<file path="src/rtl/mem_pkg.sv">
// Shared types and limits for the memory load path.
// Imported by load_extract and mem_load_unit.
package mem_pkg;

  localparam int unsigned MEM_LATENCY_MAX = 15;
  localparam int unsigned CNT_W = 4;

  typedef enum logic [1:0] {
    LD_WORD = 2'b00,
    LD_HALF = 2'b01,
    LD_BYTE = 2'b10,
    LD_RSVD = 2'b11
  } load_type_t;

  typedef enum logic [1:0] {
    IDLE = 2'b00,
    READ = 2'b01,
    DONE = 2'b10,
    ERR  = 2'b11
  } load_state_t;

  // Byte loads never fault; halfwords need even offsets.
  function automatic logic is_misaligned(
    input load_type_t t,
    input logic [1:0] off
  );
    logic bad;
    unique case (1'b1)
      (t == LD_BYTE): bad = 1'b0;
      (t == LD_HALF): bad = off[0];
      default:        bad = |off;
    endcase
    return bad;
  endfunction

endpackage

</file>
<file path="src/rtl/load_extract.sv">
// Lane select plus sign/zero extension of a little-endian word.
// Purely combinational; shared with store-path reference models.
module load_extract
  import mem_pkg::*;
(
  input  logic [31:0] word,
  input  logic [1:0]  offset,
  input  load_type_t  ltype,
  input  logic        uns,
  output logic [31:0] result
);

  logic [7:0]  byte_sel;
  logic [15:0] half_sel;
  logic        bfill;
  logic        hfill;

  always_comb begin
    byte_sel = word[7:0];
    unique case (offset)
      2'd0: byte_sel = word[7:0];
      2'd1: byte_sel = word[15:8];
      2'd2: byte_sel = word[23:16];
      2'd3: byte_sel = word[31:24];
      default: byte_sel = word[7:0];
    endcase
  end

  assign half_sel = offset[1] ? word[31:16] : word[15:0];
  assign bfill = ~uns & byte_sel[7];
  assign hfill = ~uns & half_sel[15];

  always_comb begin
    result = word;
    unique case (ltype)
      LD_BYTE: result = {{24{bfill}}, byte_sel};
      LD_HALF: result = {{16{hfill}}, half_sel};
      default: result = word;
    endcase
  end

endmodule

</file>
<file path="src/rtl/mem_load_unit.sv">
// Multicycle load unit: word read, fixed latency, extract into MDR.
// Define MISALIGN_EXC_EN to trap misaligned loads via MisalignExc.
module mem_load_unit
  import mem_pkg::*;
#(
  parameter int unsigned MEM_LATENCY = 1,
  parameter int unsigned DATA_W = 32
) (
  input  logic              clk,
  input  logic              rst_n,
  input  logic              LoadStart,
  input  logic [1:0]        LoadType,
  input  logic              LoadUnsigned,
  input  logic [DATA_W-1:0] Address,
  output logic [DATA_W-1:0] MemAddr,
  output logic              MemRead,
  input  logic [DATA_W-1:0] MemDataIn,
  output logic [DATA_W-1:0] MDR,
  output logic              LoadBusy,
  output logic              LoadDone
`ifdef MISALIGN_EXC_EN
  ,
  output logic              MisalignExc
`endif
);

  localparam logic [CNT_W-1:0] CNT_LAST =
    CNT_W'(MEM_LATENCY - 1);

  load_state_t      state;
  load_type_t       ltype_q;
  logic             uns_q;
  logic [1:0]       off_q;
  logic [CNT_W-1:0] cnt;
  logic [31:0]      ext;

  load_extract u_extract (
    .word   (MemDataIn),
    .offset (off_q),
    .ltype  (ltype_q),
    .uns    (uns_q),
    .result (ext)
  );

  always_ff @(posedge clk or negedge rst_n) begin
    if (!rst_n) begin
      state    <= IDLE;
      ltype_q  <= LD_WORD;
      uns_q    <= 1'b0;
      off_q    <= 2'b00;
      cnt      <= '0;
      MemAddr  <= '0;
      MemRead  <= 1'b0;
      MDR      <= '0;
      LoadBusy <= 1'b0;
      LoadDone <= 1'b0;
`ifdef MISALIGN_EXC_EN
      MisalignExc <= 1'b0;
`endif
    end else begin
      LoadDone <= 1'b0;
`ifdef MISALIGN_EXC_EN
      MisalignExc <= 1'b0;
`endif
      unique case (state)
        IDLE: begin
          if (LoadStart) begin
            ltype_q  <= load_type_t'(LoadType);
            uns_q    <= LoadUnsigned;
            off_q    <= Address[1:0];
            cnt      <= '0;
            LoadBusy <= 1'b1;
`ifdef MISALIGN_EXC_EN
            if (is_misaligned(load_type_t'(LoadType),
                              Address[1:0])) begin
              state       <= ERR;
              MisalignExc <= 1'b1;
            end else begin
              state   <= READ;
              MemRead <= 1'b1;
              MemAddr <= {Address[DATA_W-1:2], 2'b00};
            end
`else
            state   <= READ;
            MemRead <= 1'b1;
            MemAddr <= {Address[DATA_W-1:2], 2'b00};
`endif
          end
        end
        READ: begin
          if (cnt == CNT_LAST) begin
            MDR      <= ext;
            MemRead  <= 1'b0;
            LoadDone <= 1'b1;
            state    <= DONE;
          end else begin
            cnt <= cnt + CNT_W'(1);
          end
        end
        DONE: begin
          state    <= IDLE;
          LoadBusy <= 1'b0;
        end
        // ERR, and any unreachable encoding, falls back to IDLE
        default: begin
          state    <= IDLE;
          MemRead  <= 1'b0;
          LoadBusy <= 1'b0;
        end
      endcase
    end
  end

endmodule

</file>
<file path="config.mk">
export PLATFORM = sky130hd
export DESIGN_NAME = mem_load_unit
export DESIGN_NICKNAME = d
export VERILOG_FILES = /design/src/rtl/mem_pkg.sv /design/src/rtl/load_extract.sv /design/src/rtl/mem_load_unit.sv
export SDC_FILE = /design/constraint.sdc
export NUM_CORES = 1
export LEC_CHECK = 0
export CAP_MARGIN = 20
export CORE_ASPECT_RATIO = 1.75
export CORE_MARGIN = 1.5
export CORE_UTILIZATION = 30
export CTS_CLUSTER_SIZE = 16
export DETAILED_ROUTE_END_ITERATION = 10
export SLEW_MARGIN = 40
export SYNTH_ARGS = -nofsm -noshare
export SYNTH_HDL_FRONTEND = slang
export SYNTH_SLANG_ARGS = --single-unit
</file>
<file path="constraint.sdc">
create_clock -name clk -period 2.1 [get_ports clk]
set_clock_uncertainty 0.2 [all_clocks]
set_input_delay 0.21 -clock clk [delete_from_list [all_inputs] [get_ports clk]]
set_output_delay 0.21 -clock clk [all_outputs]
set_load 0.01 [all_outputs]
</file>
==> results of run 1 <==
## logic make-up (layout without fill, tap and decap cells)
family	count (synthesis)	after routing
XOR/XNOR	1	1
AO/OA/AOI/OAI	90	90
AND/OR/NAND/NOR	183	183
buffers and inverters	37	177
adder cells (fa/ha/maj)	4	4
flip-flops	76	76
other	1	2
multiplexers	11	11
## flip-flops by register name, indices dropped and copies added, names as in the netlist
signal,flops
LoadBusy,1
cnt,4
ltype_q,2
LoadDone,1
off_q,2
uns_q,1
MemRead,1
MDR,32
MemAddr,30
state,2
## metrics by stage
step	setup TNS (ps)	std cells	hold WS [ps]
CTS	0	679	196
floorplan	0	404	-286
global placement	0	662	27.5
finish	0	679	205
detailed placement	0	662	43.0
global route	-15.4	679	207
## what timing repair did
item / in CTS / in global routing
hold buffers: 1 / 0
resized for setup: 0 / 4
endpoints found under the setup margin: 0 / 20
endpoints found under the hold margin: 38 / 0
## area by class of cell
cell class / instances / area (um2)
multi-input cells: 291 / 1490
flip-flops and latches: 76 / 1900
well taps: 135 / 169
inverters: 11 / 43.8
clock buffers: 11 / 253
repair buffers: 150 / 1500
fillers: 1138 / 6110
clock inverters: 5 / 50.0
## critical path, cell delays in order, from the launching register on
cell and delay [ps]:
dfrtp_1 380, inv_1 80, ha_2 230, or3b_4 410, o221ai_4 330, o22ai_1 170
o21ai_1 130
## per-layer routing
layer	global-route usage [%]	wire (um)	vias up
met4	7.62	246	0
met2	30.0	5520	127
li1	-	-	1601
met5	0	0	-
met3	5.00	776	18
met1	20.7	4140	1569
## path summary, 6_finish.rpt
check                                         from                      end  slack [ps]
min                                    Address[27]  MemAddr[27]$_DFFE_PN0P_         200
min in group asynchronous                    rst_n  MemAddr[23]$_DFFE_PN0P_         210
min reg2reg                MemAddr[10]$_DFFE_PN0P_  MemAddr[10]$_DFFE_PN0P_         280
max reg2reg                 ltype_q[0]$_DFFE_PN0P_      MDR[14]$_DFFE_PN0P_         100
max in group asynchronous                    rst_n       cnt[2]$_DFFE_PN0P_         870
max                         ltype_q[0]$_DFFE_PN0P_      MDR[14]$_DFFE_PN0P_         100
## power by group
group	switching, W	internal (W)	total, W
clock network	0.000588	0.000976	0.00156
logic	0.00231	0.00220	0.00451
registers	0.000458	0.00218	0.00263
## cells in the mapped netlist, types with 2 or more instances
| cell | count | share of area (%) |
|---|---|---|
| nand2_1 | 114 | 12 |
| dfrtp_1 | 76 | 54 |
| a21oi_1 | 48 | 6.8 |
| nor2_1 | 41 | 4.3 |
| o22ai_1 | 16 | 2.8 |
| clkbuf_1 | 15 | 1.6 |
| o21ai_0 | 12 | 1.7 |
| inv_1 | 10 | 1.1 |
| mux2i_1 | 9 | 2.5 |
| o21ai_1 | 9 | 1.3 |
| nor2b_1 | 8 | 1.4 |
| nand4b_1 | 7 | 1.7 |
| buf_2 | 6 | 0.85 |
| buf_4 | 4 | 0.85 |
| ha_1 | 4 | 1.4 |
| nand2b_1 | 3 | 0.53 |
| nand3b_1 | 3 | 0.64 |
| mux2i_2 | 2 | 0.78 |
| nand3_1 | 2 | 0.28 |
| nor3b_1 | 2 | 0.42 |
==> summary.txt, run 1 <==
Synth Instances: 403
Final setup vio count: 0
Required time worst endpoint: 2160 ps
Post-layout util: 46.9%
Synth warn: 0
Routed WL per cell: 15.7 um
Antenna viol nets, final: 0
Slew at the pin closest to its max-slew limit: 545 ps
Effective utilization at floorplan: 30.8%
Status: finished with violations
Fraction of layout instances using a drive strength above 1: 7.72%
CTS Buf Count: 9
Compound-Gate Fraction of Synth Area: 14.4%
Simple-Gate Fraction of Synth Area: 22.1%
Worst hold stages: 3
Ys async rst share: 100%
DP Area: 5080 um2
# H-tree levels: 3
Worst Slack Setup Final: 104 ps
Vias in the first global route: 3487
Main synth FF type: dfrtp_1
Largest family of logic cells by synthesized area: simple AND/OR/NAND/NOR gates
CP Data Arrival Time: 2060 ps
PD cells: 1610 nW/um2
Largest net degree at the start of global routing: 40
Pre-Repair DR Iteration Count: 7
Die X: 85.1 um
Overall global routing resource usage: 17.7%
Commonest non-fill, non-tap cell in the layout: clkdlybuf4s50_1
Via density per instance: 4.88
Cell Rows: 52
CTS sink cnt: 76
#FFs+latches synth: 76
DR iter-0 viols: 164
Max_cap viols: 0
Mux contribution to synthesized area: 3.32%
Violated checks: DRC
CORE AREA: 11500 um2
Rel. slew slack: 63.7%
Worst min path class: input port to flip-flop
Layout net count: 613
Setup bufs post-CTS: 0
Sequential share of the synthesized area: 53.7%
DRT Wirelength: 10700 um
Leak: 2.42 nW
Post-place setup slack: 96.4 ps
Initial antenna violation count: 0
Yosys cell types: 32
Worst setup path class: flip-flop to flip-flop
CP max FO: 8
Final hold vios: 0
Max-slew violations: 0
Number of port buffers: 134
Maximum VDD drop: 686 uV
Post-route design area: 5410 um2
Root buf cell: clkbuf_16
Adder-Cell Fraction of Synth Area: 1.41%
Post-Synth XOR/XNOR Area: 0.247%
DP Wirelength: 7800 um
Via count: 3315
Avg Cell Area, Syn: 8.79 um2
Area Overhead vs Synth: 52.6%
Clock tree from TritonCTS: yes
Skew-Pair Late Insertion Delay: 330 ps
Number of enable flip-flop cells after synthesis: 0
Cells on worst reg2reg path: 6
Antenna cells: 0
Max Fclk: 0.501 GHz
First-pass GRT wire length: 17500 um
Die area: 12500 um2
I/O Pins: 137
Die Ht: 147 um
Clock transition at path regs: 60 ps
Startpoint types: flip-flop
CP endpoint kind: flip-flop
Period utilization: 95.1%
DRC viols: 10
RSZ-0062 raised after global routing: yes
CTS max path bufs: 2
Most frequent cells in the layout: clkdlybuf4s50_1, nand2_1, dfrtp_1
Total Power: 0.00871 W
Total gr overflow: 0
Minimum clock period: 2000 ps
Cell Area, Synth: 3540 um2
Final Wtd Congestion: 0.798
Power figures use the tool's default switching activity.
==> inputs of run 2 (changes only) <==
HOLD_SLACK_MARGIN = 0.05   (was default)
SETUP_SLACK_MARGIN = 0.5   (was default)
==> run 2 against run 1 <==
- design area increased by 8.8%
- first-iteration DRC count decreased by 15%
- highest routed layer unchanged
- via count increased by 1.9%
- the flow still finishes with violations (DRC)
- largest cell class unchanged
- power increased by 9.9%
- sequential power about the same
- maximum frequency increased by 7.7%
- non-clock buffer count increased by 16
- clock-buffer cell count unchanged
- sequential cell count unchanged
- core utilization increased by 4.1 points
- worst setup slack improved by 140 ps
==> summary.txt, run 2 (synthesis results as in run 1) <==
Status: finished with violations
Violated checks: DRC
Maximum VDD drop: 672 uV
CP Data Arrival Time: 1920 ps
CTS max path bufs: 2
Total Power: 0.00957 W
Max-slew violations: 0
FF-to-FF setup slack: 250 ps
Leak: 2.73 nW
Clock tree from TritonCTS: yes
Commonest non-fill, non-tap cell in the layout: nand2_1
Reg2reg start: ltype_q[0]$_DFFE_PN0P_
Initial antenna violation count: 0
Largest regs: MDR x32, MemAddr x30, cnt x4
Skew-Pair Late Insertion Delay: 340 ps
Area Overhead vs Synth: 66.0%
Max reg flops: 32
RSZ-0062 raised after global routing: yes
DR iter-0 viols: 139
Root buf cell: clkbuf_16
Fill cells: 1070
Startpoint types: flip-flop
Slowest cell on crit path: dfrtp_1
Overall global routing resource usage: 18.3%
Hold Slack: 169 ps
I/O Pins: 137
DRT Wirelength: 11500 um
Cell Rows: 52
CP max stage delay: 390 ps
PD cells: 1630 nW/um2
Routed WL per cell: 16.5 um
Clock transition at path regs: 60 ps
Max_cap viols: 0
CORE AREA: 11500 um2
CP endpoint kind: flip-flop
Layout net count: 629
CTS sink cnt: 76
Required time worst endpoint: 2160 ps
Worst path cell trace: inv_2, ha_4, or3b_4, o221ai_4, o22ai_2, o21ai_2
Cells on worst reg2reg path: 6
Via count: 3378
Fraction of layout instances using a drive strength above 1: 19.3%
Max Fclk: 0.540 GHz
Most frequent cells in the layout: nand2_1, dfrtp_1, clkdlybuf4s50_1
Vias in the first global route: 3519
CTS Buf Count: 9
DP Area: 5110 um2
Die area: 12500 um2
Effective utilization at floorplan: 30.8%
Final hold vios: 0
Minimum clock period: 1850 ps
Pre-Repair DR Iteration Count: 7
TNS Setup: 0 ps
First-pass GRT wire length: 17800 um
Total gr overflow: 0
Final std cells w/o fill: 695
Number of port buffers: 134
Worst setup path class: flip-flop to flip-flop
# H-tree levels: 3
DRC viols: 8
Cells after DPL: 659
Top reg by flops: MDR
Worst min path class: input port to async pin
Period utilization: 88.2%
Via density per instance: 4.86
DP Wirelength: 7810 um
R2R Path End: MDR[9]$_DFFE_PN0P_
Final setup vio count: 0
CP max FO: 8
Antenna viol nets, final: 0
Post-route design area: 5880 um2
Die X: 85.1 um
Antenna cells: 0
Die Ht: 147 um
Largest net degree at the start of global routing: 45
Final Wtd Congestion: 0.826
[run 2: cell count changes in the layout (fill, tap and decap cells not counted), moves of 7 or more]
| cell | previous run | this run |
|---|---|---|
| clkdlybuf4s50_1 | 133 | 68 |
| dlygate4sd2_1 | 0 | 64 |
| a21oi_1 | 48 | 23 |
| a21oi_2 | 0 | 23 |
| o21ai_0 | 12 | 2 |
| buf_6 | 0 | 7 |
| o21ai_1 | 9 | 16 |
[run 2: how the worst max path moves through the flow]
stage,startpoint,endpoint,slack [ps],cells after the start
floorplan,ltype_q[0]$_DFFE_PN0P_,MDR[10]$_DFFE_PN0P_,330,6
global placement,ltype_q[0]$_DFFE_PN0P_,MDR[15]$_DFFE_PN0P_,260,6
detailed placement,ltype_q[0]$_DFFE_PN0P_,MDR[9]$_DFFE_PN0P_,170,6
CTS,ltype_q[0]$_DFFE_PN0P_,MDR[9]$_DFFE_PN0P_,260,6
global route,ltype_q[0]$_DFFE_PN0P_,MDR[12]$_DFFE_PN0P_,160,6
finish,ltype_q[0]$_DFFE_PN0P_,MDR[9]$_DFFE_PN0P_,250,6
[run 2: metrics by stage]
stage	worst slack, ps	util [%]
floorplan	334	-
global placement	255	44.4
detailed placement	173	44.4
CTS	265	48.3
global route	162	51.1
finish	247	51.1
[run 2: metal layers]
metal  up-vias  GRT usage [%]  part of all wire [%]
met5         -              0                     0
met4         0           9.43                   4.9
met3        34           5.45                   7.4
met2       122           31.5                    52
met1      1581           20.0                    36
li1       1641              -                     -
[run 2: cell type report]
cell class              instances  area, um2  area share, %
multi-input cells             291       1750           29.8
repair buffers                166       1640           27.9
clock inverters                 5        106           1.81
flip-flops and latches         76       1910           32.4
well taps                     135        169           2.87
clock buffers                  11        253           4.30
inverters                      11       50.0          0.851
[run 2: critical path, delay by kind of cell, from the launching register on]
| kind | cells | cell delay, ps |
|---|---|---|
| and+or+nand+nor | 1 | 380 |
| adders and majority gates | 1 | 120 |
| AOI/OAI and AO/OA | 3 | 600 |
| DFF | 1 | 390 |
| buffers and inverters | 1 | 80 |
[run 2: what timing repair did]
item,in CTS,in global routing
buffers inserted,8,8
gates resized for setup,90,51
cloned,1,2
hold buffers,1,0
hold endpoints to repair,32,0
pin swaps,7,12
endpoints found under the setup margin,99,68
[run 2: report_power, final]
part / internal, W / switching, W / leakage (nW)
clock: 0.00123 / 0.000637 / 0.172
combinational: 0.00235 / 0.00273 / 1.63
sequential: 0.00218 / 0.000446 / 0.921
total: 0.00576 / 0.00381 / 2.73
